### src/rtl/sram_burst_reader.sv
// Burst reader: streams `length` consecutive SRAM words starting at `base_addr`
// through a 4-entry FIFO to a valid/ready sink, with credit-based read issue.
module sram_burst_reader #(
    parameter int DATA_WIDTH = 8,
    parameter int ADDR_WIDTH = 16
) (
    input  logic                  clk,
    input  logic                  reset_n,
    input  logic                  start,
    input  logic [ADDR_WIDTH-1:0] base_addr,
    input  logic [ADDR_WIDTH-1:0] length,
    output logic                  busy,
    output logic                  done,
    output logic                  sram_en,
    output logic                  sram_we,
    output logic [ADDR_WIDTH-1:0] sram_addr,
    input  logic [DATA_WIDTH-1:0] sram_data,
    output logic [DATA_WIDTH-1:0] out_data,
    output logic                  out_valid,
    input  logic                  out_ready,
    output logic                  out_last,
    output logic [1:0]            dbg_state
);

    // Output stream: a word moves when out_valid & out_ready are both high at a
    // rising edge; while out_valid=1 and out_ready=0 the word and out_last hold.
    typedef enum logic [1:0] {
        IDLE  = 2'd0,
        READ  = 2'd1,
        DRAIN = 2'd2,
        DONE  = 2'd3
    } state_t;

    localparam logic [ADDR_WIDTH-1:0] ONE_A = {{(ADDR_WIDTH-1){1'b0}}, 1'b1};

    state_t                state_q, state_d;
    logic [ADDR_WIDTH-1:0] len_q, len_d;
    logic [ADDR_WIDTH-1:0] issue_cnt_q, issue_cnt_d;
    logic [ADDR_WIDTH-1:0] pop_cnt_q, pop_cnt_d;
    logic [ADDR_WIDTH-1:0] addr_q, addr_d;
    logic                  en_q, en_d;
    logic                  rd_q, rd_d;
    logic                  busy_q, busy_d;
    logic                  done_q, done_d;
    logic [DATA_WIDTH-1:0] mem_q [4];
    logic [DATA_WIDTH-1:0] mem_d [4];
    logic [1:0]            wr_ptr_q, wr_ptr_d;
    logic [1:0]            rd_ptr_q, rd_ptr_d;
    logic [2:0]            count_q, count_d;

    logic                  fifo_valid;
    logic                  pop;
    logic                  credit_ok;
    logic                  last_word;

    assign fifo_valid = (count_q != 3'd0);
    assign pop        = fifo_valid && out_ready;
    assign last_word  = (pop_cnt_q == (len_q - ONE_A));
    // Reads issued but not yet landed plus buffered words must leave room for
    // the read about to be scheduled, so the FIFO can never overflow.
    assign credit_ok  = (({2'b00, en_q} + {2'b00, rd_q} + count_q) < 3'd4);

    always_comb begin
        state_d     = state_q;
        len_d       = len_q;
        issue_cnt_d = issue_cnt_q;
        pop_cnt_d   = pop ? (pop_cnt_q + ONE_A) : pop_cnt_q;
        addr_d      = addr_q;
        en_d        = 1'b0;
        rd_d        = en_q;
        mem_d       = mem_q;
        wr_ptr_d    = wr_ptr_q;
        rd_ptr_d    = rd_ptr_q;
        count_d     = count_q + {2'b00, rd_q} - {2'b00, pop};

        if (rd_q) begin
            mem_d[wr_ptr_q] = sram_data;
            wr_ptr_d        = wr_ptr_q + 2'd1;
        end
        if (pop) begin
            rd_ptr_d = rd_ptr_q + 2'd1;
        end

        case (state_q)
            IDLE: begin
                if (start) begin
                    len_d     = length;
                    pop_cnt_d = '0;
                    if (length != '0) begin
                        state_d     = READ;
                        en_d        = 1'b1;
                        addr_d      = base_addr;
                        issue_cnt_d = ONE_A;
                    end else begin
                        state_d     = DONE;
                        issue_cnt_d = '0;
                    end
                end
            end
            READ: begin
                if (issue_cnt_q != len_q) begin
                    if (credit_ok) begin
                        en_d        = 1'b1;
                        addr_d      = addr_q + ONE_A;
                        issue_cnt_d = issue_cnt_q + ONE_A;
                    end
                end else begin
                    state_d = DRAIN;
                end
            end
            DRAIN: begin
                if (pop && last_word) begin
                    state_d = DONE;
                end
            end
            DONE: begin
                state_d = IDLE;
            end
            default: begin
                state_d = IDLE;
            end
        endcase

        busy_d = (state_d == READ) || (state_d == DRAIN);
        done_d = (state_d == DONE);
    end

    always_ff @(posedge clk or negedge reset_n) begin
        if (!reset_n) begin
            state_q     <= IDLE;
            len_q       <= '0;
            issue_cnt_q <= '0;
            pop_cnt_q   <= '0;
            addr_q      <= '0;
            en_q        <= 1'b0;
            rd_q        <= 1'b0;
            busy_q      <= 1'b0;
            done_q      <= 1'b0;
            wr_ptr_q    <= 2'd0;
            rd_ptr_q    <= 2'd0;
            count_q     <= 3'd0;
            for (int i = 0; i < 4; i++) begin
                mem_q[i] <= '0;
            end
        end else begin
            state_q     <= state_d;
            len_q       <= len_d;
            issue_cnt_q <= issue_cnt_d;
            pop_cnt_q   <= pop_cnt_d;
            addr_q      <= addr_d;
            en_q        <= en_d;
            rd_q        <= rd_d;
            busy_q      <= busy_d;
            done_q      <= done_d;
            wr_ptr_q    <= wr_ptr_d;
            rd_ptr_q    <= rd_ptr_d;
            count_q     <= count_d;
            for (int i = 0; i < 4; i++) begin
                mem_q[i] <= mem_d[i];
            end
        end
    end

    assign busy      = busy_q;
    assign done      = done_q;
    assign sram_en   = en_q;
    assign sram_we   = 1'b0;
    assign sram_addr = addr_q;
    assign out_valid = fifo_valid;
    // Gate with valid so stale FIFO contents never show on the output bus.
    assign out_data  = fifo_valid ? mem_q[rd_ptr_q] : '0;
    assign out_last  = fifo_valid && last_word;
    assign dbg_state = state_q;

endmodule

### config.mk
export PLATFORM = sky130hd
export DESIGN_NAME = sram_burst_reader
export DESIGN_NICKNAME = d
export VERILOG_FILES = /design/src/rtl/sram_burst_reader.sv
export SDC_FILE = /design/constraint.sdc
export NUM_CORES = 1
export LEC_CHECK = 0
export ABC_AREA = 1
export CORE_MARGIN = 3
export CORE_UTILIZATION = 35
export CTS_CLUSTER_SIZE = 30
export DETAILED_ROUTE_END_ITERATION = 10
export GPL_ROUTABILITY_DRIVEN = 0
export PLACE_DENSITY_LB_ADDON = 0.15
export SLEW_MARGIN = 20
export SYNTH_ARGS = -nofsm -noshare
export SYNTH_HDL_FRONTEND = slang
export SYNTH_SLANG_ARGS = --single-unit
### constraint.sdc
create_clock -name clk -period 3.2 [get_ports clk]
set_input_delay 0.8 -clock clk [delete_from_list [all_inputs] [get_ports clk]]
set_output_delay 0.8 -clock clk [all_outputs]
set_load 0.05 [all_outputs]
==> metrics.csv, run 1 <==
metric;value;unit
status;finished clean;
via_count;5749;
switching_share;49.8;%
yosys.area.top_type;dfrtp_1;
fin_skew;0.0108;ns
clk_path_buf_depth;2;
pin_count;76;
die_area;20700;um^2
peakVddDrop;512;uV
power.internal;3.97;mW
track_usage;17.2;%
end_kind;output pin;
syn_avg_cell_area;7.43;um^2
drc;0;
synth_edf_count;0;
path_cells;inv_2 > ha_4 > inv_1 > nand2_1 > nand2_1 > nor2_1 > nand3_1 > nor3_2 > nand3_1 > nor2_2 > nand2_2 > nor2_4 > buf_12;
dieHeight;144;um
cts_buffers;9;
crit_buf_inv;3;
grt_pass1_vias;5465;
initial_core_util;36.3;%
place_hpwl;12400;um
synthTopCellsByArea;dfrtp_1 (41%), nand2_1 (13%), o21ai_0 (6.9%), nor2_1 (5.8%), inv_1 (5.2%);
netlist_area;6650;um^2
grt_pass1_wl;28500;um
worst_pin_slew;0.593;ns
seqPwrFrac;33.0;%
critical_path_class;reg2out;
place_area;7520;um^2
cp_slowest_cell;dfrtp_1;
crit_arrival;2.21;ns
fin_crit;3.01;ns
die_x;144;um
hold_path_class;in2async;
ant_nets;0;
antennaDiodeCount;0;
critPathLaunchType;flop;
total_power;7.92;mW
setup_tns;0;ns
synth_seq_area_share;41.0;%
fin_nets;1011;
clkTransAtPathRegs;0.08;ns
pre_cts_ws;0.339;ns
worstPathMaxFanout;4;
vias_per_cell;4.84;
fmax;0.332;GHz
grt_max_degree;60;
syn_inst;894;
area_growth;18.5;%
port_buffers;74;
power.switching;3.95;mW
slew_headroom;60.4;%
p_leak;3.60;nW
final-hold-violation-count;0;
cts_sinks;109;
r2r-start;count_q[1];
critical_path.max_stage_delay;0.40;ns
maxCapViolations;0;
clock_latency;0.36;ns
slew_violations;0;
worst_slack;0.188;ns
cts_tree;yes;
cp.required;2.40;ns
async_reset_ff_share;100;%
yosysWarnings;0;
power_frac_clock;14.3;%
yosysUniqueCellTypes;41;
p_comb_share;52.6;%
crit_start;len_q[1];
core;18300;um^2
avgRoutedWirePerCell;14.5;um
synth.top_cell.area_share;41.0;%
drt_wl_total;17200;um
synth_common_cells;nand2_1 (233), dfrtp_1 (109), nor2_1 (103);
stdcell_count;1188;
rows;49;
root_buffer;clkbuf_16;
synth.most_common_cell;nand2_1;
cts-htree-levels;3;
fin_crit_sh;94.1;%
layout-drive-gt1-share;9.49;%
post-place-cells;1169;
ys.flop_type;dfrtp_1;
antenna_found_initial;0;
first_iter_violations;366;
power_density;1010;nW/um^2
path_delay_family;simple AND/OR/NAND/NOR gates;
synth_fp_nets;951;
final_area;7880;um^2
synth-seq-cells;109;
gr-total-overflow;0;
setup_viol;0;
first_pass_iters;5;
power by group through the flow:
stage	sequential (mW)	combinational, mW	clock [mW]
after global routing	2.72	4.67	1.22
after floorplan	2.78	2.85	0
final	2.62	4.17	1.14
after global placement	2.63	4.10	0
after detailed placement	2.63	4.13	0
after CTS	2.61	4.16	1.17
cells by family after synthesis:
kind of cell    synth area share, %
compound gates                 11.4
xor+xnor                       6.85
fa+ha+maj                      2.56
buf+inv                        8.42
flops                          41.0
other cells                  0.0564
simple gates                   29.7
sequential cells by signal, summed over array words and instances, names as in the netlist, 2 cells and up:
signal / count
count_q: 3
dbg_state: 2
issue_cnt_q: 16
len_q: 16
mem_q: 32
pop_cnt_q: 16
rd_ptr_q: 2
sram_addr: 16
wr_ptr_q: 2
cells in the final DEF, fill, tap and decap left out, types with 3 or more instances in the layout:
master and instances:
a21oi_1 25, buf_4 17, clkbuf_16 9, clkdlybuf4s50_1 64, clkinvlp_4 3, dfrtp_1 107, ha_1 11, inv_1 90
inv_2 3, nand2_1 232, nand2_2 7, nand2_4 3, nand3_1 56, nand3b_1 3, nand4_1 18, nor2_1 96
nor2_2 11, nor2_4 5, nor3_1 12, nor3_2 3, o21ai_0 91, o21ai_2 13, o31ai_1 3, or2_2 4
xnor2_1 21, xor2_1 31
final timing paths:
check / endpoint / slack (ns) / cells past startpoint
hold / removal: pop_cnt_q[0] / 0.36 / 1
min in group clk: rd_q / 0.41 / 0
setup / recovery: out_last / 0.19 / 13
max in group asynchronous: issue_cnt_q[14] / 2.14 / 2
setup reg to reg: count_q[2] / 1.11 / 10
hold reg to reg: rd_q / 0.41 / 0
metal layers:
metal / up-vias / part of all wire (%) / global-route usage (%)
met2: 79 / 45 / 26.1
met5: - / 0 / 0
li1: 2983 / - / -
met1: 2676 / 52 / 25.8
met4: 0 / 0.86 / 3.32
met3: 11 / 2.8 / 3.09
metrics by stage:
step           util (%)  hold WS (ns)
3_3_place_gp       41.0         0.398
2_1_floorplan         -         0.448
3_5_place_dp       41.0         0.400
6_report           43.0         0.359
4_1_cts            42.7         0.364
5_1_grt            43.0         0.372
what timing repair did:
item	in CTS	in global routing
endpoints found under the setup margin	1	1
setup buffers	1	2
pin swaps	0	6
hold buffers	0	0
gates resized for setup	2	14
area by class of cell:
class	count	area, um^2
flip-flops and latches	109	2730
inverters	95	359
clock inverters	5	40.0
clock buffers	11	253
well taps	229	287
fillers	1887	10500
multi-input cells	656	3400
repair buffers	83	808
worst reg2reg max path, stage by stage, from the launching register on:
cell,delay [ns]
dfrtp_1,0.45
nor2_1,0.14
nand2_2,0.12
nand2_4,0.16
inv_1,0.10
ha_1,0.28
inv_1,0.06
ha_1,0.13
inv_1,0.05
fa_1,0.37
xnor2_1,0.14
(Power assumes the default switching activity.)
==> run 2, diff against run 1 <==
Clock period 3.2 ns to 2.9 ns, I/O delays scaled along.
==> run 2 against run 1 <==
Net effect: the flow now finishes with violations (negative setup slack); register-to-register slack got worse by 0.41 ns; setup slack got worse by 0.23 ns; wire length increased by 3.6%; core utilization increased by 1.2 points; critical path depth decreased by 1; global-route usage increased by 0.56 points; clock skew decreased by 0.0050 ns; flip-flop and latch count unchanged; final cell count increased by 1.4%; total power increased by 16%; final area increased by 2.7%; via count increased by 2.5%; largest cell class unchanged; largest power group unchanged.
==> metrics.csv, run 2 (same netlist as run 1, synthesis figures left out) <==
metric;value;unit;change
peakVddDrop;531;uV;was 512 uV
via_count;5892;;was 5749
mostFrequentLayoutCells;nand2_1 (232), dfrtp_1 (101), nor2_1 (92), o21ai_0 (89), inv_1 (87);;was nand2_1 (232), dfrtp_1 (107), nor2_1 (96), o21ai_0 (91), inv_1 (90)
fin_nets;1028;;was 1011
avgRoutedWirePerCell;14.8;um;was 14.5 um
fin_crit;2.94;ns;
gr-total-overflow;0;;unchanged
pre_cts_ws;0.154;ns;was 0.339 ns
slew_violations;0;;unchanged
core;18300;um^2;unchanged
worstReg2RegEnd;busy;;was count_q[2]
rows;49;;unchanged
worst_pin_slew;0.591;ns;was 0.593 ns
fin_crit_sh;101;%;
end_kind;output pin;;unchanged
port_buffers;74;;unchanged
path_cells;buf_6 > nor2_4 > nand2_4 > buf_4 > nor2_4 > nand3_1 > nand2_1 > nand3_1 > nor2_2 > nand2_2 > nor2_4 > buf_12;;was inv_2 > ha_4 > inv_1 > nand2_1 > nand2_1 > nor2_1 > nand3_1 > nor3_2 > nand3_1 > nor2_2 > nand2_2 > nor2_4 > buf_12
grt_pass1_vias;5682;;was 5465
critical_path_class;reg2out;;unchanged
layout-drive-gt1-share;12.6;%;was 9.49%
worst_slack;-0.0417;ns;was 0.188 ns
r2r_slack;0.70;ns;was 1.11 ns
post-place-cells;1174;;was 1169
drt_wl_total;17800;um;was 17200 um
grt_max_degree;44;;was 60
cts_buffers;9;;unchanged
clkTransAtPathRegs;0.08;ns;about the same
setup_viol;1;;was 0
status;finished with violations;;was finished clean
stdcell_count;1205;;was 1188
cp_slowest_cell;dfrtp_1;;unchanged
rsz0062_at_grt;true;;
fmax;0.340;GHz;
total_power;9.16;mW;was 7.92 mW
cts_tree;yes;;unchanged
vias_per_cell;4.89;;was 4.84
grtUsageMet2;27.5;%;was 26.1%
grt.met3_usage;3.13;%;was 3.09%
crit_top_cell;nor2_4;;
crit_start;len_q[1];;unchanged
slew_headroom;60.5;%;was 60.4%
pin_count;76;;unchanged
place_hpwl;12700;um;was 12400 um
p_leak;3.71;nW;was 3.60 nW
power_density;1130;nW/um^2;was 1010 nW/um^2
regMostFlops;mem_q;;unchanged
cp.required;2.17;ns;was 2.40 ns
r2r-start;len_q[1];;was count_q[1]
ant_nets;0;;unchanged
violations;negative setup slack;;
die_x;144;um;unchanged
cts_sinks;109;;unchanged
fin_skew;0.00588;ns;was 0.0108 ns
cts-htree-levels;3;;unchanged
first_pass_iters;4;;was 5
final-hold-violation-count;0;;unchanged
antennaDiodeCount;0;;unchanged
clock_latency;0.36;ns;about the same
grt_pass1_wl;29300;um;was 28500 um
crit_buf_inv;3;;unchanged
area_growth;21.8;%;was 18.5%
critical_path.max_stage_delay;0.41;ns;was 0.40 ns
antenna_found_initial;0;;unchanged
grt.met1_usage;25.9;%;was 25.8%
worstPathMaxFanout;5;;was 4
root_buffer;clkbuf_16;;unchanged
die_area;20700;um^2;unchanged
crit_arrival;2.22;ns;was 2.21 ns
grt.busiest_layer;met2;;unchanged
track_usage;17.8;%;was 17.2%
layout_commonest_cell;nand2_1;;unchanged
drc;0;;unchanged
maxCapViolations;0;;unchanged
path_delay_family;simple AND/OR/NAND/NOR gates;;unchanged
r2r_cells;14;;was 10
first_iter_violations;285;;was 366
clk_path_buf_depth;2;;unchanged
initial_core_util;36.3;%;unchanged
dieHeight;144;um;unchanged
hold_path_class;in2async;;unchanged
largest_reg_flops;32;;unchanged
critPathLaunchType;flop;;unchanged
[run 2: changes by cell type in the layout (fill, tap and decap cells not counted), moves of 2 or more]
cell / delta
buf_4: +12
dfrtp_1: -6
dfrtp_2: +6
buf_12: +4
nor2_1: -4
nor2_4: +4
clkinv_2: +3
inv_1: -3
inv_2: +3
clkbuf_8: -2
o21ai_0: -2
o21ai_1: +2
[run 2: per-layer routing]
layer | part of all wire (%) | wire length, um
met1 | 49 | 8800
met2 | 45 | 8020
met3 | 4.3 | 774
met4 | 1.1 | 200
met5 | 0 | 0
[run 2: stage by stage]
| stage | TNS (ns) | area (um^2) | utilization, % | hold WS [ns] |
|---|---|---|---|---|
| 6_report | -0.0417 | 8090 | 44.1 | 0.317 |
| 5_1_grt | -0.134 | 8090 | 44.1 | 0.346 |
| 4_1_cts | 0 | 8000 | 43.6 | 0.334 |
| 3_5_place_dp | 0 | 7600 | 41.5 | 0.395 |
| 3_3_place_gp | 0 | 7600 | 41.5 | 0.396 |
| 2_1_floorplan | 0 | 6650 | - | 0.429 |
[run 2: how the worst max path moves through the flow]
stage	slack, ns	cells past startpoint	end
6_report	-0.04	12	out_last
5_1_grt	-0.13	12	out_last
4_1_cts	0.001	13	out_last
3_5_place_dp	0.15	11	out_last
3_3_place_gp	0.21	13	out_last
2_1_floorplan	0.04	10	out_last
[run 2: layout make-up]
| cell class | count | area (um^2) |
|---|---|---|
| Clock buffer | 9 | 225 |
| Clock inverter | 7 | 48.8 |
| Fill cell | 1897 | 10200 |
| Inverter | 95 | 363 |
| Multi-Input combinational cell | 656 | 3440 |
| Sequential cell | 109 | 2740 |
| Tap cell | 229 | 287 |
| Timing Repair Buffer | 100 | 990 |
[run 2: where the power goes]
part | total (mW) | switching [mW] | internal [mW]
Combinational | 5.09 | 3.18 | 1.91
Sequential | 2.86 | 0.713 | 2.14
Clock | 1.21 | 0.624 | 0.588
[run 2: repair_timing]
item	4_1_cts	5_1_grt
buffers inserted	5	10
cloned	0	0
setup endpoints to repair	1	5
pin swaps	11	11
resized for setup	27	12
hold buffers	0	0
[run 2: worst register-to-register path, cell delays in order (launching register included)]
cell and delay (ns):
dfrtp_1 0.41, buf_6 0.13, nor2_4 0.13, nand2_4 0.09, buf_4 0.15, nor2_4 0.11, nand3_1 0.13, o21ai_1 0.15
inv_1 0.05, nand2_1 0.07, nor2_2 0.05, buf_4 0.13, nand3_1 0.09, nand2_1 0.10, ha_1 0.30
==> run 3, diff against run 2 <==
Settings changed: HOLD_SLACK_MARGIN set to 0.05.
==> results of run 3 <==
Final layout, timing and power as in run 2 (identical DEF).
